## config.mk

```make
export PLATFORM = sky130hd
export DESIGN_NAME = fetch_queue
export DESIGN_NICKNAME = d
export VERILOG_FILES = /design/src/rtl/fetch_queue_pkg.sv /design/src/rtl/fetch_fifo.sv /design/src/rtl/fetch_queue.sv
export SDC_FILE = /design/constraint.sdc
export NUM_CORES = 1
export LEC_CHECK = 0
export BUFFER_PORTS_ARGS = -buffer_cell sky130_fd_sc_hd__buf_2
export CAP_MARGIN = 0
export CELL_PAD_IN_SITES_DETAIL_PLACEMENT = 0
export CELL_PAD_IN_SITES_GLOBAL_PLACEMENT = 2
export CORE_MARGIN = 3
export CORE_UTILIZATION = 30
export DETAILED_ROUTE_END_ITERATION = 12
export PLACE_DENSITY = 0.73
export SYNTH_ARGS = -nofsm -noshare
export SYNTH_HDL_FRONTEND = slang
export SYNTH_SLANG_ARGS = --single-unit
```

## constraint.sdc

```tcl
create_clock -name clk -period 8.5 [get_ports clk]
set_input_delay 1.7 -clock clk [delete_from_list [all_inputs] [get_ports clk]]
set_output_delay 1.7 -clock clk [all_outputs]
set_load 0.1 [all_outputs]
```

## src/rtl/fetch_queue_pkg.sv

```systemverilog
// Shared state encodings, instruction constants and entry layout helpers
// for the fetch_queue instruction fetch stage.
package fetch_queue_pkg;

   typedef enum logic [1:0] {
      IDLE  = 2'd0,
      REQ   = 2'd1,
      DRAIN = 2'd2,
      HALT  = 2'd3
   } fetch_state_t;

   localparam logic [15:0] DEFAULT_NOP_INSTR = 16'h0800;
   localparam logic [15:0] HALT_INSTR        = 16'h0000;

   // Queue entries are packed MSB-first as {err, pc, instr}.
   function automatic int entry_width(input int addr_w, input int data_w);
      return 1 + addr_w + data_w;
   endfunction

endpackage

```

## src/rtl/fetch_fifo.sv

```systemverilog
// DEPTH-entry circular queue with flush; the head entry is presented
// combinationally so decode sees it in the same cycle it becomes valid.
module fetch_fifo #(
   parameter int DEPTH = 4,
   parameter int WIDTH = 33
) (
   input  logic                     clk,
   input  logic                     rst,
   input  logic                     flush,
   input  logic                     enq,
   input  logic [WIDTH-1:0]         enq_data,
   input  logic                     deq,
   output logic [WIDTH-1:0]         head_data,
   output logic [$clog2(DEPTH):0]   count,
   output logic                     full,
   output logic                     empty
);
   localparam int PW = $clog2(DEPTH);

   logic [WIDTH-1:0] mem_reg [DEPTH];
   logic [PW-1:0]    head_reg, tail_reg;
   logic [PW:0]      count_reg;
   logic             do_enq, do_deq;

   assign full      = (count_reg == (PW+1)'(DEPTH));
   assign empty     = (count_reg == '0);
   assign count     = count_reg;
   assign head_data = mem_reg[head_reg];
   assign do_deq    = deq && !empty;
   assign do_enq    = enq && (!full || do_deq);

   always_ff @(posedge clk) begin
      if (do_enq && !flush)
         mem_reg[tail_reg] <= enq_data;
   end

   // DEPTH is a power of two, so the pointers wrap by natural overflow.
   always_ff @(posedge clk) begin
      if (!rst || flush) begin
         head_reg  <= '0;
         tail_reg  <= '0;
         count_reg <= '0;
      end else begin
         if (do_enq)
            tail_reg <= tail_reg + PW'(1);
         if (do_deq)
            head_reg <= head_reg + PW'(1);
         count_reg <= count_reg + (PW+1)'(do_enq) - (PW+1)'(do_deq);
      end
   end

endmodule

```

## src/rtl/fetch_queue.sv

```systemverilog
// Prefetching instruction fetch stage: sequences the PC against a
// one-outstanding-request memory and buffers results for decode.
module fetch_queue
   import fetch_queue_pkg::*;
#(
   parameter int                 DATA_W    = 16,
   parameter int                 ADDR_W    = 16,
   parameter int                 DEPTH     = 4,
   parameter int                 INSTR_LEN = 2,
   parameter logic [ADDR_W-1:0]  RESET_PC  = '0,
   parameter logic [DATA_W-1:0]  NOP_INSTR = DATA_W'(DEFAULT_NOP_INSTR)
) (
   input  logic              clk,
   input  logic              rst,
   input  logic              redirect,
   input  logic [ADDR_W-1:0] redirect_addr,
   input  logic              out_ready,
   output logic              out_valid,
   output logic [DATA_W-1:0] out_instr,
   output logic [ADDR_W-1:0] out_pc,
   output logic [ADDR_W-1:0] out_pc_plus,
   output logic              out_err,
   output logic [ADDR_W-1:0] mem_addr,
   output logic              mem_rd,
   input  logic [DATA_W-1:0] mem_data,
   input  logic              mem_done,
   input  logic              mem_err,
   output logic              busy
);
   localparam int CW = $clog2(DEPTH) + 1;
   localparam int EW = entry_width(ADDR_W, DATA_W);

   typedef struct packed {
      logic              err;
      logic [ADDR_W-1:0] pc;
      logic [DATA_W-1:0] instr;
   } entry_t;

   fetch_state_t      state_reg, state_next;
   logic [ADDR_W-1:0] fetch_pc_reg, fetch_pc_next;
   logic [ADDR_W-1:0] req_addr_reg, req_addr_next;
   logic [ADDR_W-1:0] pc_inc;
   logic [CW-1:0]     count, count_next;
   logic              full, empty, enq, deq, room;
   entry_t            enq_entry, head_entry;
   logic [EW-1:0]     head_bits;

   assign pc_inc     = fetch_pc_reg + ADDR_W'(INSTR_LEN);
   assign deq        = !empty && out_ready && !redirect;
   assign enq        = (state_reg == REQ) && (mem_done || mem_err) && !redirect
                       && (!full || deq);
   assign count_next = redirect ? '0 : count + CW'(enq) - CW'(deq);
   assign room       = (count_next < CW'(DEPTH));

   // An error response is recorded as the halt encoding so decode can trap on it.
   assign enq_entry.err   = mem_err;
   assign enq_entry.pc    = fetch_pc_reg;
   assign enq_entry.instr = mem_err ? DATA_W'(HALT_INSTR) : mem_data;

   fetch_fifo #(
      .DEPTH (DEPTH),
      .WIDTH (EW)
   ) u_fifo (
      .clk       (clk),
      .rst       (rst),
      .flush     (redirect),
      .enq       (enq),
      .enq_data  (enq_entry),
      .deq       (deq),
      .head_data (head_bits),
      .count     (count),
      .full      (full),
      .empty     (empty)
   );

   assign head_entry  = entry_t'(head_bits);
   assign out_valid   = !empty;
   assign out_instr   = empty ? NOP_INSTR : head_entry.instr;
   assign out_pc      = empty ? '0 : head_entry.pc;
   assign out_err     = !empty && head_entry.err;
   assign out_pc_plus = out_pc + ADDR_W'(INSTR_LEN);

   assign mem_rd   = (state_reg == REQ) || (state_reg == DRAIN);
   assign mem_addr = req_addr_reg;
   assign busy     = (state_reg != IDLE);

   always_comb begin
      state_next    = state_reg;
      fetch_pc_next = fetch_pc_reg;
      req_addr_next = req_addr_reg;
      case (state_reg)
         IDLE: begin
            if (redirect) begin
               fetch_pc_next = redirect_addr;
            end else if (room) begin
               state_next    = REQ;
               req_addr_next = fetch_pc_reg;
            end
         end
         REQ: begin
            // A killed request still owes the memory a response unless it
            // arrives this very cycle; DRAIN absorbs it.
            if (redirect) begin
               fetch_pc_next = redirect_addr;
               state_next    = (mem_done || mem_err) ? IDLE : DRAIN;
            end else if (mem_err) begin
               state_next = HALT;
            end else if (mem_done) begin
               fetch_pc_next = pc_inc;
               if (room)
                  req_addr_next = pc_inc;
               else
                  state_next = IDLE;
            end
         end
         DRAIN: begin
            if (redirect)
               fetch_pc_next = redirect_addr;
            if (mem_done || mem_err)
               state_next = IDLE;
         end
         HALT: begin
            if (redirect) begin
               fetch_pc_next = redirect_addr;
               state_next    = IDLE;
            end
         end
         default: state_next = IDLE;
      endcase
   end

   always_ff @(posedge clk) begin
      if (!rst) begin
         state_reg    <= IDLE;
         fetch_pc_reg <= RESET_PC;
         req_addr_reg <= RESET_PC;
      end else begin
         state_reg    <= state_next;
         fetch_pc_reg <= fetch_pc_next;
         req_addr_reg <= req_addr_next;
      end
   end

endmodule

```

# Word level (Yosys, flattened, before mapping)
# Memory sizes are Yosys's and may differ from the RTL's. A register that Yosys moved wholly into a read port is not among the register bits.
# Cells that the tools add are included.
# word_totals
regBits	41
ram_bits	132
n_memories	1
# memory_table
name	words	width	rd	rd_ports_with_merged_regs	write_ports	line	rtl
u_fifo.mem_reg	4	33	1	1	1	fetch_fifo.sv:20	logic [WIDTH-1:0] mem_reg [DEPTH];
# op_classes
n_addsub	8
magnitude_cmp	1
eq_ne	17
mux	30
reduce_logical	26
# ops
op	n
two-way mux 16 bit	13
one-hot mux 16 bit (2 select lines)	2
adder 16 x 2 -> 16 bit (second input constant)	2
two-way mux 2 bit	11
inequality test 2 bit (second input constant)	7
logical AND 1 bit	9
inequality test 4 bit (second input constant)	2
one-hot mux 2 bit (4 select lines)	1
AND reduction 7 bit	1
adder 3 x 1 -> 3 bit	2
inequality test 3 bit (second input constant)	2
AND reduction 6 bit	1
subtractor 3 x 1 -> 3 bit	2
logical OR 1 bit	5
adder 2 x 1 -> 2 bit (second input constant)	2
== test 2 bit (second input constant)	2
logical NOT 1 bit	4
inequality test 2 x 1 -> 1 bit (second input constant)	2
nonzero test 2 bit	2
== test 3 bit (second input constant)	1
logical NOT 3 bit	1
< comparator 3 bit (second input constant)	1
two-way mux 3 bit	1
AND reduction 3 bit	1
4 further kinds	5

# Logic depth before layout (Yosys ltp)
# logic_depth
depth_word	15
mapped_depth	14
ltp_nobuf	11

# Hierarchy
# A second synthesis with hierarchy kept.
# hier_totals
cells_unflattened	598
hier_area_um2	8112.8
# modules_own_cells
module	instances	cells_each	area_per_inst_um2
fetch_fifo	1	225	5253.8
fetch_queue	1	373	2859.0

# Worst setup path after synthesis
# Ideal clock, no wire load.
# synth_timing
path_type	register -> output
startpoint	register u_fifo.count_reg[1], in the netlist u_fifo.count[1]
endpoint	output out_pc_plus[15]
arrival_ns	6.036
slack_ns	0.764
stages_incl_launch_ff	11
path_cell_list	dfxtp_1 nor3_1 inv_1 clkbuf_1 nand2_1 inv_1 ha_1 nand2_1 or3_1 nor4_1 xor2_1
# synth_via
elab_chain_len	3
# synth_rtl
item	line	rtl
start, declared	fetch_fifo.sv:22	logic [PW:0] count_reg;
start signal, assigned	fetch_fifo.sv:48	count_reg <= count_reg + (PW+1)'(do_enq) - (PW+1)'(do_deq);
logical NOT 3 bit	fetch_fifo.sv:26	assign empty = (count_reg == '0);
two-way mux 16 bit	fetch_queue.sv:79	assign out_pc = empty ? '0 : head_entry.pc;
named net out_pc[1]	fetch_queue.sv:20	output logic [ADDR_W-1:0] out_pc,
adder 16 x 2 -> 16 bit	fetch_queue.sv:81	assign out_pc_plus = out_pc + ADDR_W'(INSTR_LEN);
end, declared	fetch_queue.sv:21	output logic [ADDR_W-1:0] out_pc_plus,
# The timed path passes the listed nets, and every way through them passes these cells.

==> metrics <==
Layout Nets 762; synthesized-area fraction occupied by xor and xnor cells 3.59%; destination of the worst hold path mem_addr[0]; measured slew at the worst slew-check pin 1.10 ns; Max Cap Violations 0; number of setup violations in the final report 0; cell area power density 247 nW/µm²; total negative slack for setup checks 0 ns; overall routed net length 19800 µm; global-route wire length before repair 30800 µm; yosys synthesis warning count 0; most common cell after layout, fill and taps aside edfxtp_1; count of flip-flops with a built-in enable after synthesis 132; Post-CTS Setup Bufs 0; slowest stage cell, crit path dfxtp_2; TritonCTS clock tree built; Netlist Area Pre-Place 8060 µm²; critical register-to-register path endpoint mem_addr[15]; Max clock buf depth 2; maximum net fanout on the critical path 46; cell depth of the worst min-delay path 2; run status finished, final reports clean; ratio of final minimum period to clock period 64.4%; DRC viols 0; average wire per standard cell 18.7 µm; flip-flop cell with the highest count after synthesis edfxtp_1; aggregate global-route resource usage 13.8%; multi-input logic area 2980 µm²; logic depth of the worst path, buffers included 9; static leakage 3.41 nW; clock-pin transition on the worst setup and hold timing paths 0.07 ns; worst max-slew margin expressed relative to the limit 26.7%; post-synthesis cell count 610; largest vdd supply drop 0.160 mV; Chip Height 170 µm; Final ANT Viol Nets 0; layout filler cell count 2475; via count of the first global-routing pass 5381; global route overflow 0; critical path endpoint category output port; via total after detailed routing 5295; number of flip-flops under the largest register name 132; r2r setup slk 4.13 ns; maximum single-stage delay on the critical path 1.06 ns; Detail Placement HPWL 13400 µm; CP required 6.80 ns; mux cell area share after synthesis 10.2%; signal arrival time at the worst endpoint 3.78 ns; cts-stage hold buffer count 0; Final WS setup 3.02 ns; clock root cell clkbuf_16; startpoint class of the critical path flip-flop; proportion of layout cells with a drive suffix above 1 26.1%; Worst path top cell family by delay flip-flops; Post-Synthesis Mean Instance Area 13.2 µm²; RSZ-0062 raised after global routing false; total clock buffers created by CTS 17; placeable core region 26200 µm²; fraction of the mapped netlist area in simple logic gates 12.4%; critical register-to-register path startpoint u_fifo.count[1]; TritonRoute pass-1 iters 5; die extent in x 170 µm; most used cells in the layout excluding fill and tap cells edfxtp_1 (132), buf_2 (105), nand2_1 (41), dfxtp_1 (41); Area Overhead vs Synth 18.3%; Synth Area in Compound Gates 8.18%; post-synthesis adder-cell area fraction 2.58%; synthesis-stage register bit count 175; # diodes 0; pin count of the biggest net entering global routing 47; Ports 106; number of H-tree levels 4; FP Rows 59; Buf/Inv on CP 2; area used by sequential logic in the layout 4830 µm²; sequential cell area fraction in the yosys report 59.9%; crit-path cells mux4_2, nand2_1, inv_1, ha_1, nand2_1, or3_1, nor4_1, xor2_1, buf_2; Skew-Pair Late Insertion Delay 0.44 ns; number of violations reported at the end of detailed-routing iteration 0 457; CTS sink cnt 175; die area 28900 µm²; combinational family with the most area after synthesis simple AND/OR/NAND/NOR gates; Worst Skew 0.0164 ns; nets in the synthesized netlist 664; Gates resized, CTS repair 0; cell type with the highest occurrence count on the critical path nand2_1; starting utilization of the core area 30.8%; Worst R2R Path Depth 12; class of the worst hold path flip-flop to flip-flop; count of buffers from port buffering 105; startpoint of the most critical hold path mem_addr[0]; Vias per Instance 5.01; count of distinct cell types in the synthesized netlist 58; number of pins exceeding their max-slew limit in the final report 0; async set-or-reset flop fraction in the synthesized netlist 0%; antenna violations before repair 0; Place WS 3.40 ns; type of the setup path with the least slack flip-flop to output port; post-route minimum period 5.48 ns; Fmax achieved 183 MHz; gp weighted congestion 0.846; Final Hold Vio Count 0
[power by group]
group / switching, W / internal [W] / total, W
clock: 0.000398 / 0.000412 / 0.000809
combinational: 0.000410 / 0.000114 / 0.000523
sequential: 0.0000490 / 0.000975 / 0.00102
[area by class of cell]
| type | instances | area share [%] |
|---|---|---|
| tap | 335 | 4.40 |
| clock inverter | 15 | 2.19 |
| multi-input combinational | 377 | 31.3 |
| timing repair buffer | 112 | 6.06 |
| sequential | 175 | 50.6 |
| clock buffer | 17 | 4.46 |
| inverter | 25 | 0.984 |
[stage by stage]
step	hold slack [ns]	cells	total power (W)	instance area [µm²]	util [%]
2_1_floorplan	0.458	610	0.00146	8060	-
3_3_place_gp	0.458	1024	0.00156	8900	34.0
3_5_place_dp	0.471	1024	0.00157	8900	34.0
4_1_cts	0.485	1056	0.00238	9530	36.4
5_1_grt	0.516	1056	0.00246	9530	36.4
6_report	0.486	1056	0.00236	9530	36.4
[logic make-up after synthesis]
group | after synthesis
buffers and inverters | 58
multiplexers | 42
flip-flops | 175
adder cells (fa/ha/maj) | 16
AND/OR/NAND/NOR | 187
XOR/XNOR | 33
AO/OA/AOI/OAI | 99
[worst min-delay path, stage by stage, from the launching register on]
cell,delay (ns)
dfxtp_1,0.31
o21ai_0,0.07
a21oi_1,0.06
[Yosys cell counts, types with 15 or more instances]
master / number / share of area, %
a211oi_1: 18 / 1.7
clkbuf_1: 17 / 0.79
dfxtp_1: 43 / 11
mux4_2: 32 / 8.9
inv_1: 24 / 1.1
nor2b_1: 20 / 1.6
and2_1: 32 / 2.5
nand3_1: 21 / 1.3
ha_1: 15 / 2.3
a21oi_1: 31 / 1.9
nor2_1: 26 / 1.2
o21ai_0: 18 / 1.1
nand2_1: 41 / 1.9
edfxtp_1: 132 / 49
xnor2_1: 20 / 2.2
[worst max path at each step]
stage                     slack (ns)         endpoint             from
final                           3.02  out_pc_plus[15]        flip-flop
after global routing            2.67  out_pc_plus[15]        flip-flop
after CTS                       2.93  out_pc_plus[15]        flip-flop
after detailed placement        3.40  out_pc_plus[15]        flip-flop
after global placement          3.46  out_pc_plus[15]        flip-flop
after floorplan                 0.76  out_pc_plus[15]  u_fifo.count[1]
[layer usage]
layer	wire length [µm]	up-vias	track usage [%]	part of all wire, %
li1	-	2494	-	-
met5	0	-	0	0
met1	9920	2610	20.4	50
met3	1100	7	3.16	5.6
met2	8630	184	21.0	44
met4	109	0	2.61	0.55
Power figures use the tool's default switching activity.
